===== config.mk =====
export PLATFORM = sky130hd
export DESIGN_NAME = pipe_stage_buf
export DESIGN_NICKNAME = d
export VERILOG_FILES = /design/src/rtl/pipe_stage_buf.sv
export SDC_FILE = /design/constraint.sdc
export NUM_CORES = 1
export LEC_CHECK = 0
export CAP_MARGIN = 40
export CELL_PAD_IN_SITES_DETAIL_PLACEMENT = 1
export CELL_PAD_IN_SITES_GLOBAL_PLACEMENT = 1
export CORE_ASPECT_RATIO = 0.75
export CORE_MARGIN = 2
export CORE_UTILIZATION = 36
export CTS_CLUSTER_DIAMETER = 50
export CTS_CLUSTER_SIZE = 14
export DETAILED_ROUTE_END_ITERATION = 8
export PLACE_DENSITY_LB_ADDON = 0.08
export SLEW_MARGIN = 10
export SYNTH_ARGS = -nofsm -noshare
export SYNTH_HDL_FRONTEND = slang
export SYNTH_SLANG_ARGS = --single-unit

===== constraint.sdc =====
create_clock -name i_clk -period 2.1 [get_ports i_clk]
set_input_delay 0.21 -clock i_clk [delete_from_list [all_inputs] [get_ports i_clk]]
set_output_delay 0.21 -clock i_clk [all_outputs]
set_load 0.005 [all_outputs]

===== src/rtl/pipe_stage_buf.sv =====
// Valid/ready pipeline stage register with a one-entry skid, synchronous flush and occupancy count.
// Define PIPE_STAGE_PERF_EN to add saturating stall/bubble cycle counters.
module pipe_stage_buf #(
   parameter int                 DATA_W = 32,
   parameter logic [DATA_W-1:0]  BUBBLE = '0
) (
   input  logic              i_clk,
   input  logic              i_reset,
   input  logic              i_flush,
   input  logic              i_in_valid,
   output logic              o_in_ready,
   input  logic [DATA_W-1:0] i_in_data,
   output logic              o_out_valid,
   input  logic              i_out_ready,
   output logic [DATA_W-1:0] o_out_data,
   output logic [1:0]        o_count
`ifdef PIPE_STAGE_PERF_EN
   ,
   output logic [31:0]       o_stall_cycles,
   output logic [31:0]       o_bubble_cycles
`endif
);

   function automatic logic [31:0] sat_inc(input logic [31:0] v);
      return (v == 32'hFFFF_FFFF) ? v : v + 32'd1;
   endfunction

   logic              r_vld_p0;
   logic [DATA_W-1:0] r_data_p0;
   logic              r_vld_p1;
   logic [DATA_W-1:0] r_data_p1;
   logic [1:0]        r_count;

   logic              w_vld_p0_nxt;
   logic [DATA_W-1:0] w_data_p0_nxt;
   logic              w_vld_p1_nxt;
   logic [DATA_W-1:0] w_data_p1_nxt;
   logic              w_accept;
   logic              w_consume;

   assign o_in_ready  = ~r_vld_p1;
   assign o_out_valid = r_vld_p0;
   assign o_out_data  = r_data_p0;
   assign o_count     = r_count;

   assign w_accept  = i_in_valid & ~r_vld_p1;
   assign w_consume = r_vld_p0 & i_out_ready;

   always_comb begin
      w_vld_p0_nxt  = r_vld_p0;
      w_data_p0_nxt = r_data_p0;
      w_vld_p1_nxt  = r_vld_p1;
      w_data_p1_nxt = r_data_p1;
      if (i_flush) begin
         w_vld_p0_nxt  = 1'b0;
         w_data_p0_nxt = BUBBLE;
         w_vld_p1_nxt  = 1'b0;
         w_data_p1_nxt = BUBBLE;
      end else if (!r_vld_p1) begin
         if (w_accept) begin
            if (!r_vld_p0 || i_out_ready) begin
               w_vld_p0_nxt  = 1'b1;
               w_data_p0_nxt = i_in_data;
            end else begin
               w_vld_p1_nxt  = 1'b1;
               w_data_p1_nxt = i_in_data;
            end
         end else if (w_consume) begin
            w_vld_p0_nxt  = 1'b0;
            w_data_p0_nxt = BUBBLE;
         end
      end else if (w_consume) begin
         // Skid is full: it refills the head as soon as the head drains.
         w_data_p0_nxt = r_data_p1;
         w_vld_p1_nxt  = 1'b0;
         w_data_p1_nxt = BUBBLE;
      end
   end

   always_ff @(posedge i_clk) begin
      if (!i_reset) begin
         r_vld_p0  <= 1'b0;
         r_data_p0 <= BUBBLE;
         r_vld_p1  <= 1'b0;
         r_data_p1 <= BUBBLE;
         r_count   <= 2'd0;
      end else begin
         r_vld_p0  <= w_vld_p0_nxt;
         r_data_p0 <= w_data_p0_nxt;
         r_vld_p1  <= w_vld_p1_nxt;
         r_data_p1 <= w_data_p1_nxt;
         r_count   <= {1'b0, w_vld_p0_nxt} + {1'b0, w_vld_p1_nxt};
      end
   end

`ifdef PIPE_STAGE_PERF_EN
   logic [31:0] r_stall_cycles;
   logic [31:0] r_bubble_cycles;

   assign o_stall_cycles  = r_stall_cycles;
   assign o_bubble_cycles = r_bubble_cycles;

   // Flush does not touch these; only reset clears them.
   always_ff @(posedge i_clk) begin
      if (!i_reset) begin
         r_stall_cycles  <= 32'd0;
         r_bubble_cycles <= 32'd0;
      end else begin
         if (r_vld_p0 && !i_out_ready)
            r_stall_cycles <= sat_inc(r_stall_cycles);
         if (!r_vld_p0 && i_out_ready)
            r_bubble_cycles <= sat_inc(r_bubble_cycles);
      end
   end
`endif

endmodule


==> impl_results.md, run 1 <==
- Result of the run: finished, final reports clean
- Antenna violations before repair: 0
- TritonCTS clock tree: done
- Leak pwr: 1.45 nW
- Maximum clock frequency: 536 MHz
- Die Span X: 108 um
- Worst setup path endpoint: o_in_ready
- Height of the chip: 81.9 um
- Maximum number of pins on one net before global-route repair: 38
- Path class of the lowest-slack min-delay path: reg2reg
- Remaining max-slew budget at the tightest pin: 0.615
- Total gr overflow: 0
- Hold wc startpoint: r_data_p1[28]$_SDFFE_PP0P_
- Count of hold buffers inserted by post-cts repair: 0
- Leading register cell type out of synthesis: sky130_fd_sc_hd__dfxtp_1
- Average detailed-routed wire length per instance: 17.5 um
- Max_cap viols: 0
- Synthesis Warnings: 0
- Synthesis-to-layout area growth: 36.4%
- Setup Buffers After CTS: 0
- Cell-internal power: 0.00221 W
- Register-to-register setup slack: 0.36 ns
- Crit Path Category: reg2out
- Endpoint of the worst-slack reg-to-reg timing path: o_count[0]$_SDFF_PN0_
- Setup skew after layout: 0.00903 ns
- Leading cell types by count after synthesis: sky130_fd_sc_hd__nor3_1, sky130_fd_sc_hd__dfxtp_1, sky130_fd_sc_hd__inv_1
- Number of sinks on the clock net: 68
- Cell area after placement: 3750 um2
- Number of instances resized during post-cts repair: 0
- Area contributors post-synth: sky130_fd_sc_hd__dfxtp_1, sky130_fd_sc_hd__nor3_1, sky130_fd_sc_hd__a22o_1
- Unrepaired setup endpoints after global routing: false
- Deepest clock path buffer count: 2
- Count leader, synth: sky130_fd_sc_hd__nor3_1
- Number of global-route vias before repair: 2783
- Fraction of layout instances using a drive strength above 1: 0.106
- Number of cells produced by synthesis: 314
- Share of synthesized area occupied by flip-flops and latches: 0.467
- NumNets Final: 419
- Critical path data required time: 1.89 ns
- Final antenna diode count: 0
- Yosys top cell by area: sky130_fd_sc_hd__dfxtp_1
- Worst hold margin: 0.484 ns
- Clock network fraction of total power: 0.414
- Type of element capturing the critical path: output port
- Number of flops mapped to enable cells by yosys: 0
- Die area: 8840 um2
- Post-Syn Area per Cell: 9.28 um2
- Post-synthesis net count: 352
- Post-route design area: 3980 um2
- Net switching power figure: 0.000735 W
- Overall Global Routing Usage: 0.211
- Final ANT Viol Nets: 0
- Clock Latency Late Sink: 0.35 ns
- DR vias: 2611
- Transition at the pin with the smallest max-transition slack: 0.575 ns
- Number of cells on the worst reg-to-reg path: 6
- Number of clock buffers inserted by TritonCTS: 9
- Period utilization: 0.889
- CTS root buffer: sky130_fd_sc_hd__clkbuf_8
- Startpoint type of the worst setup path: flop
- VDD IR max: 337 uV
- Post-Route WL: 8580 um
- Pre-Repair DR Iteration Count: 4
- Port bufs: 72
- Slew Viols, Final: 0
- Total area of sequential cells: 1360 um2
- Final routed DRC violation total: 0
- Final core utilization: 0.505
- Global-route wire length before repair: 14200 um
- Post-synthesis instance area: 2920 um2
- Fraction of power spent switching nets: 0.250
- Largest fanout of any net on the critical path: 37
- Total number of placement rows: 28
- Final setup TNS: 0 ns
- Area used by multi-input combinational logic: 1250 um2
- Final weighted congestion in routability-driven placement: 0.734
- Reg-to-reg startpoint: r_vld_p1$_SDFF_PN0_
- Half-perimeter wire length of the detailed placement result: 5260 um
- Fraction of registers with async set/reset: 0
- Area of the core: 7880 um2
- Synth top area share: 0.467
- Count of pins on the block boundary: 73
- Final worst-path setup slack: 0.233 ns
- Part of the total power dissipated in combinational logic: 0.129
- Fraction of power consumed by sequential logic: 0.457
- Number of distinct library cells after synthesis: 27
- Initial core utilization: 0.370
- DRT iter0 DRCs: 114
- Final hold violations: 0
- Fill cell count: 912
- Worst slack at placement: 0.0239 ns
- Average vias per placed instance: 5.32
- Endpoint arrival time on the critical path: 1.66 ns
- # setup viols final: 0
- First element of the critical path: r_vld_p1$_SDFF_PN0_
- Power per cell area: 739 nW/um2
- Final min period: 1.87 ns
- H-tree depth: 3
- Number of flip-flops and latches in the synthesized netlist: 68
- Clock transition time at the flip-flop clock pins of the worst setup and hold paths: 0.08 ns
-- flip-flops by register name, summed over array words and instances (netlist names) --
register / count
o_out_valid: 1
r_vld_p1: 1
r_data_p1: 32
o_out_data: 32
o_count: 2
-- power groups by stage --
stage          combinational (W)  clock, W  sequential (W)
6_report                0.000379   0.00122         0.00134
5_1_grt                 0.000417   0.00130         0.00135
4_1_cts                 0.000384   0.00125         0.00135
3_5_place_dp            0.000382         0         0.00138
3_3_place_gp            0.000369         0         0.00137
2_1_floorplan           0.000171         0         0.00137
-- worst min-delay path by stage --
stage | endpoint | slack (ns) | cells past startpoint
2_1_floorplan | o_count[0]$_SDFF_PN0_ | 0.33 | 1
5_1_grt | r_data_p1[27]$_SDFFE_PP0P_ | 0.48 | 2
6_report | r_data_p1[28]$_SDFFE_PP0P_ | 0.48 | 1
3_3_place_gp | r_data_p1[24]$_SDFFE_PP0P_ | 0.46 | 1
4_1_cts | r_data_p1[27]$_SDFFE_PP0P_ | 0.48 | 2
3_5_place_dp | r_data_p1[22]$_SDFFE_PP0P_ | 0.47 | 1
-- critical path, cell delays in order, from the launching register on --
cell,delay [ns]
sky130_fd_sc_hd__dfxtp_2,0.36
sky130_fd_sc_hd__buf_4,0.42
sky130_fd_sc_hd__inv_1,0.08
sky130_fd_sc_hd__clkdlybuf4s50_1,0.45
-- layer usage --
layer | part of all wire | track usage | wire length (um)
met1 | 0.50 | 0.283 | 4330
met2 | 0.45 | 0.338 | 3880
met3 | 0.035 | 0.0556 | 303
met4 | 0.0079 | 0.0590 | 68
met5 | 0 | 0 | 0
-- kinds of logic after synthesis --
logic type / after synthesis / share of synthesized area
AOI/OAI and AO/OA: 67 / 0.200
adders and majority gates: 1 / 0.00429
buffers and inverters: 66 / 0.111
DFF: 68 / 0.467
muxes: 1 / 0.00472
and+or+nand+nor: 111 / 0.212
-- stage by stage --
step | instances | power [W]
4_1_cts | 491 | 0.00298
3_5_place_dp | 475 | 0.00176
5_1_grt | 491 | 0.00307
2_1_floorplan | 314 | 0.00154
6_report | 491 | 0.00294
3_3_place_gp | 474 | 0.00174
-- final cells by class --
type                       instances  share of cell area
timing repair buffer              88               0.223
clock inverter                     7              0.0249
clock buffer                       9              0.0311
multi-input combinational        180               0.314
tap                              105              0.0330
inverter                          34              0.0321
sequential                        68               0.343
-- layout by cell type, fill, tap and decap left out --
master	instances
sky130_fd_sc_hd__dfxtp_1	67
sky130_fd_sc_hd__nor4b_4	1
sky130_fd_sc_hd__clkdlybuf4s50_1	72
sky130_fd_sc_hd__or2_2	1
sky130_fd_sc_hd__nor2_1	4
sky130_fd_sc_hd__buf_4	13
sky130_fd_sc_hd__nor3_1	93
sky130_fd_sc_hd__a211oi_1	1
sky130_fd_sc_hd__inv_6	1
sky130_fd_sc_hd__a2111oi_2	1
sky130_fd_sc_hd__dfxtp_2	1
sky130_fd_sc_hd__ha_1	1
sky130_fd_sc_hd__a22o_1	32
sky130_fd_sc_hd__and4bb_1	2
sky130_fd_sc_hd__a21oi_1	2
sky130_fd_sc_hd__nor3b_4	1
sky130_fd_sc_hd__bufinv_16	2
sky130_fd_sc_hd__inv_1	34
sky130_fd_sc_hd__mux2i_4	1
sky130_fd_sc_hd__buf_12	2
sky130_fd_sc_hd__nor2b_1	1
sky130_fd_sc_hd__a211o_1	31
sky130_fd_sc_hd__clkinv_4	2
sky130_fd_sc_hd__clkinv_2	1
sky130_fd_sc_hd__nor3_4	1
sky130_fd_sc_hd__nor3_2	1
sky130_fd_sc_hd__and2_1	3
sky130_fd_sc_hd__nand2b_2	1
sky130_fd_sc_hd__and3_1	1
sky130_fd_sc_hd__clkbuf_8	9
sky130_fd_sc_hd__or2b_1	1
sky130_fd_sc_hd__buf_16	1
sky130_fd_sc_hd__clkinvlp_4	1
No activity file was read; power rests on OpenSTA's default activity.
==> run 2: changes to the inputs <==
--- a/config.mk
+++ b/config.mk
@@ -14,6 +14,7 @@
 export CTS_CLUSTER_DIAMETER = 50
 export CTS_CLUSTER_SIZE = 14
 export DETAILED_ROUTE_END_ITERATION = 8
+export HOLD_SLACK_MARGIN = 0.05
 export PLACE_DENSITY_LB_ADDON = 0.08
 export SLEW_MARGIN = 10
 export SYNTH_ARGS = -nofsm -noshare
==> results of run 2 <==
Same layout as run 1: the final DEF is identical, and so are final timing and power.
